--- src/rtl/multicycle_ctrl.sv ---
// multicycle_ctrl: FETCH/DECODE/EXEC/MEM/WB sequencer for an RV32I datapath sharing one memory port.
// Latency: zero-wait memory gives 3 (BRANCH/JAL), 4 (REG/IMMOP/STORE) or 5 (LOAD) cycles per instruction.
// Backpressure: mem_req held until mem_ready; TIMEOUT stalled cycles trap. Optional counters: RV_PERF_CNT_EN.
module multicycle_ctrl #(
  parameter int TIMEOUT = 16
`ifdef RV_PERF_CNT_EN
  , parameter int CNT_W = 32
`endif
) (
  input  logic             clk,
  input  logic             rst,
  input  logic [6:0]       opcode,
  input  logic             mem_ready,
  output logic             mem_req,
  output logic             mem_we,
  output logic             iord,
  output logic             ir_write,
  output logic             pc_write,
  output logic             pcsrc,
  output logic             branch,
  output logic [1:0]       alusrc_a,
  output logic [1:0]       alusrc_b,
  output logic [1:0]       aluop,
  output logic             regwrite,
  output logic             memtoreg,
  output logic             getpcplus4,
  output logic             instr_done,
  output logic             err,
`ifdef RV_PERF_CNT_EN
  output logic [CNT_W-1:0] cycle_cnt,
  output logic [CNT_W-1:0] instret_cnt,
`endif
  output logic [2:0]       state_o
);

  typedef enum logic [2:0] {
    S_FETCH  = 3'd0,
    S_DECODE = 3'd1,
    S_EXEC   = 3'd2,
    S_MEM    = 3'd3,
    S_WB     = 3'd4,
    S_TRAP   = 3'd7
  } state_t;

  localparam logic [4:0] OP_LOAD   = 5'b00000;
  localparam logic [4:0] OP_IMMOP  = 5'b00100;
  localparam logic [4:0] OP_STORE  = 5'b01000;
  localparam logic [4:0] OP_REG    = 5'b01100;
  localparam logic [4:0] OP_BRANCH = 5'b11000;
  localparam logic [4:0] OP_JAL    = 5'b11011;

  // Counter only needs to reach TIMEOUT; it saturates there.
  localparam int          TW   = (TIMEOUT < 2) ? 1 : $clog2(TIMEOUT + 1);
  localparam logic [TW-1:0] TLIM = TW'(TIMEOUT);

  state_t        state;
  state_t        state_nx;
  logic [4:0]    op_q;
  logic [TW-1:0] tcnt;
  logic          req_phase;
  logic          tmo;
  logic          op_ok;

  assign req_phase = (state == S_FETCH) || (state == S_MEM);
  assign tmo       = (TIMEOUT != 0) && req_phase && !mem_ready && (tcnt == TLIM);
  assign op_ok     = (opcode[1:0] == 2'b11) &&
                     (opcode[6:2] inside {OP_LOAD, OP_IMMOP, OP_STORE, OP_REG, OP_BRANCH, OP_JAL});
  assign state_o   = state;

  // Next-state selection; a mem_ready in the timeout cycle takes priority over the trap.
  always_comb begin
    state_nx = state;
    case (state)
      S_FETCH:  if (mem_ready) state_nx = S_DECODE;
                else if (tmo)  state_nx = S_TRAP;
      S_DECODE: state_nx = op_ok ? S_EXEC : S_TRAP;
      S_EXEC: begin
        case (op_q)
          OP_REG, OP_IMMOP:  state_nx = S_WB;
          OP_LOAD, OP_STORE: state_nx = S_MEM;
          default:           state_nx = S_FETCH;
        endcase
      end
      S_MEM:    if (mem_ready) state_nx = (op_q == OP_STORE) ? S_FETCH : S_WB;
                else if (tmo)  state_nx = S_TRAP;
      S_WB:     state_nx = S_FETCH;
      default:  state_nx = S_TRAP;
    endcase
  end

  // State, latched opcode class and memory-stall counter.
  always_ff @(posedge clk or negedge rst) begin
    if (!rst) begin
      state <= S_FETCH;
      op_q  <= '0;
      tcnt  <= '0;
    end else begin
      state <= state_nx;
      if (state == S_DECODE) op_q <= opcode[6:2];
      if ((state_nx != state) && ((state_nx == S_FETCH) || (state_nx == S_MEM)))
        tcnt <= '0;
      else if (req_phase && mem_ready)
        tcnt <= '0;
      else if (req_phase && (tcnt != TLIM))
        tcnt <= tcnt + 1'b1;
    end
  end

  // Datapath controls decoded from state/op_q; everything forced low while reset is held.
  always_comb begin
    mem_req    = 1'b0;
    mem_we     = 1'b0;
    iord       = 1'b0;
    ir_write   = 1'b0;
    pc_write   = 1'b0;
    pcsrc      = 1'b0;
    branch     = 1'b0;
    alusrc_a   = 2'b00;
    alusrc_b   = 2'b00;
    aluop      = 2'b00;
    regwrite   = 1'b0;
    memtoreg   = 1'b0;
    getpcplus4 = 1'b0;
    instr_done = 1'b0;
    err        = 1'b0;
    if (rst) begin
      case (state)
        S_FETCH: begin
          mem_req  = 1'b1;
          alusrc_b = 2'b01;
          ir_write = mem_ready;
          pc_write = mem_ready;
        end
        S_DECODE: alusrc_b = 2'b10;
        S_EXEC: begin
          case (op_q)
            OP_REG:    begin alusrc_a = 2'b01; aluop = 2'b10; end
            OP_IMMOP:  begin alusrc_a = 2'b01; alusrc_b = 2'b10; aluop = 2'b11; end
            OP_LOAD,
            OP_STORE:  begin alusrc_a = 2'b01; alusrc_b = 2'b10; end
            OP_BRANCH: begin
              alusrc_a = 2'b01; aluop = 2'b01;
              branch = 1'b1; pcsrc = 1'b1; instr_done = 1'b1;
            end
            OP_JAL: begin
              pc_write = 1'b1; pcsrc = 1'b1; regwrite = 1'b1;
              getpcplus4 = 1'b1; instr_done = 1'b1;
            end
            default: ;
          endcase
        end
        S_MEM: begin
          mem_req    = 1'b1;
          iord       = 1'b1;
          mem_we     = (op_q == OP_STORE);
          instr_done = mem_ready && (op_q == OP_STORE);
        end
        S_WB: begin
          regwrite   = 1'b1;
          memtoreg   = (op_q == OP_LOAD);
          instr_done = 1'b1;
        end
        S_TRAP:  err = 1'b1;
        default: err = 1'b1;
      endcase
    end
  end

`ifdef RV_PERF_CNT_EN
  // Free-running cycle and retire counters, frozen once trapped.
  always_ff @(posedge clk or negedge rst) begin
    if (!rst) begin
      cycle_cnt   <= '0;
      instret_cnt <= '0;
    end else if (state != S_TRAP) begin
      cycle_cnt <= cycle_cnt + 1'b1;
      if (instr_done) instret_cnt <= instret_cnt + 1'b1;
    end
  end
`endif

endmodule
--- config.mk ---
export PLATFORM = sky130hd
export DESIGN_NAME = multicycle_ctrl
export DESIGN_NICKNAME = d
export VERILOG_FILES = /design/src/rtl/multicycle_ctrl.sv
export SDC_FILE = /design/constraint.sdc
export NUM_CORES = 1
export LEC_CHECK = 0
export CORE_UTILIZATION = 43
export CTS_CLUSTER_SIZE = 20
export DETAILED_ROUTE_END_ITERATION = 16
export MAX_ROUTING_LAYER = met4
export PLACE_DENSITY = 0.77
export SKIP_CTS_REPAIR_TIMING = 1
export SLEW_MARGIN = 20
export SYNTH_ARGS = -nofsm -noshare
export SYNTH_HDL_FRONTEND = slang
export SYNTH_SLANG_ARGS = --single-unit
export TNS_END_PERCENT = 30
--- constraint.sdc ---
create_clock -name clk -period 2.9 [get_ports clk]
set_input_delay 0.87 -clock clk [delete_from_list [all_inputs] [get_ports clk]]
set_output_delay 0.87 -clock clk [all_outputs]
set_load 0.02 [all_outputs]
==> results.tsv <==
metric	value	unit
Setup CP Type	primary input to primary output	
placer congestion estimate	0.843	
vertical die dimension	49.8	um
largest net degree at the start of global routing	18	
clock insertion delay at the later pin of the skew report	0.29	ns
final count of negative-setup-slack endpoints	2	
Inserted Clock Buffers	3	
maximum ir drop on the vdd rail	0.536	mV
vias per cell	5.56	
leakage power of the design	0.000797	uW
cell family with most CP delay	simple AND/OR/NAND/NOR gates	
kind of launch point of the worst setup path	primary input	
share of synthesized area occupied by flip-flops and latches	0.331	
Final #Nets	171	
via count of the first global-routing pass	1050	
highest routed metal layer	met4	
Final period util	1.01	
fraction of layout instances using a drive strength above 1	0.259	
stage delay of the slowest cell on the critical path	0.48	ns
time the final worst path needs with I/O delays and setup	2.92	ns
initial core utilization	0.476	
result of the run	finished, violations left	
Longest Clk Path Bufs	2	
worst clock skew	0.00889	ns
antenna violations before repair	0	
post-synthesis to final-layout area growth	45.6	%
master cell of the clock root buffer	sky130_fd_sc_hd__clkbuf_4	
area of the die	2480	sq um
hpwl dp	1980	um
wire length on met2	1330	um
core region area	2060	sq um
TritonCTS clock tree	yes	
register clock-pin slew on the reported worst setup and hold paths	0.08	ns
most frequently used flop master after synthesis	sky130_fd_sc_hd__dfrtp_1	
total power density per cell area	731	nW/um^2
most frequent cells in the layout	sky130_fd_sc_hd__buf_4, sky130_fd_sc_hd__dfrtp_1, sky130_fd_sc_hd__clkdlybuf4s50_1	
DRC viols	0	
total buffers and inverters traversed by the critical path	3	
number of warnings printed during yosys synthesis	0	
worst-case setup slack after placement	-0.916	ns
failing checks	negative setup slack	
number of filler cells placed in the layout	167	
Register-to-Register Path Depth	4	
setup slack of the critical path after layout	-0.0241	ns
amount of wire on met3 after detailed routing	162	um
first-iteration detailed-routing DRC count	29	
critical path cell sequence	buf_2, nand2b_4, or4_4, or2_4, clkinv_2, dlymetal6s2s_1	
Vias	1029	
relative slew slack	0.576	
total power consumption of the routed design	1040	uW
Reg-to-Reg Start	state_o[0]	
standard cell with the maximum stage delay on the critical path	sky130_fd_sc_hd__or4_4	
RSZ-0062 raised after global routing	yes	
actual transition at the worst max-transition pin	0.631	ns
Post-synth EDFFs	0	
Async S/R FF share, synth	1.00	
total clock sinks	13	
terminus of the critical flop-to-flop path	op_q[1]	
I/O Buffers	29	
Routed WL	2670	um
number of synthesized register bits	13	
number of rows in the core area	16	
overall track demand over capacity in global routing	0.257	
grt ovf	0	
final count of pins violating max slew	0	
Syn Area/Cell	8.47	sq um
largest fanout on the critical path	2	
cell area after technology mapping	982	sq um
count of max-cap constraint violations	0	
Diodes inserted	0	
routed length on met1	1120	um
hold violation total from the final report	0	
library cells used by synthesis	43	
Mapped Nets	128	
number of detailed-routing iterations run before antenna repair	4	
most common cell after layout, fill and taps aside	sky130_fd_sc_hd__buf_4	
Synth Instances	116	
nature of the critical path endpoint	primary output	
Antenna Nets Post-Route	0	
number of H-tree branching levels	1	
wire length of the first global-routing pass	4610	um
crit path launch	rst	
data arrival time of the critical path	2.05	ns
routed length per placed instance	14.4	um
Top-Level Pins	31	
worst hold path type	primary input to async pin	
endpoint required time on the critical path	2.03	ns
maximum operating frequency	342	MHz
floorplan die width	49.8	um
slack of the worst reg-to-reg path	1.16	ns
==> logic make-up (layout without fill, tap and decap cells) <==
logic type / count (synthesis) / after routing / share of synthesized area
buf+inv: 13 / 55 / 0.0548
other cells: 1 / 1 / 0.00382
simple gates: 58 / 58 / 0.345
xor+xnor: 5 / 5 / 0.0446
flops: 13 / 13 / 0.331
compound gates: 18 / 18 / 0.127
fa+ha+maj: 2 / 2 / 0.0255
mux: 6 / 6 / 0.0675
==> layout make-up <==
| cell class | count | area [sq um] | share of cell area |
|---|---|---|---|
| Clock buffer | 4 | 26.3 | 0.0184 |
| Tap cell | 27 | 33.8 | 0.0236 |
| Multi-Input combinational cell | 90 | 622 | 0.435 |
| Timing Repair Buffer | 43 | 392 | 0.274 |
| Sequential cell | 13 | 325 | 0.227 |
| Inverter | 8 | 31.3 | 0.0219 |
==> power by group <==
part | internal [uW] | switching, uW
sequential | 249 | 69.1
clock | 53.5 | 60.4
combinational | 276 | 337
==> flip-flops by register name (all words and copies together), names as in the netlist <==
signal	count
state_o	3
op_q	5
tcnt	5
==> metal layers <==
metal	GRT usage	vias up
met5	-	-
li1	-	496
met3	0.0679	5
met1	0.283	486
met4	0.152	0
met2	0.414	42
==> synthesized netlist by cell type (all sizes together) (2+ instances only) <==
library cell,n,area share
a21oi,3,0.015
nor4b,2,0.018
nor2,11,0.042
mux2,5,0.057
ha,2,0.025
dfrtp,13,0.33
or2,2,0.015
or4,3,0.027
o21ai,4,0.020
nand2b,4,0.041
nor2b,3,0.019
clkbuf,4,0.015
o2bb2ai,2,0.018
nor3,11,0.056
xnor2,4,0.036
nand2,10,0.038
o21a,2,0.015
inv,7,0.027
nand3,3,0.015
==> through the flow <==
stage	TNS [ns]	util	cell area [sq um]	hold slack, ns	cells
floorplan	0	-	987	0.503	116
global placement	-12.02	0.676	1390	0.524	181
detailed placement	-12.46	0.676	1390	0.537	181
CTS	-12.49	0.689	1420	0.560	185
global route	-0.147	0.694	1430	0.540	185
finish	-0.0471	0.694	1430	0.533	185
==> worst max path at each step <==
stage                            end  slack [ns]  cells after the start
after CTS                 instr_done       -0.92                      7
after detailed placement  instr_done       -0.92                      7
after floorplan           instr_done        0.08                      5
final                         branch       -0.02                      6
after global routing          branch       -0.07                      6
after global placement    instr_done       -0.90                      7
Power figures use the tool's default switching activity.
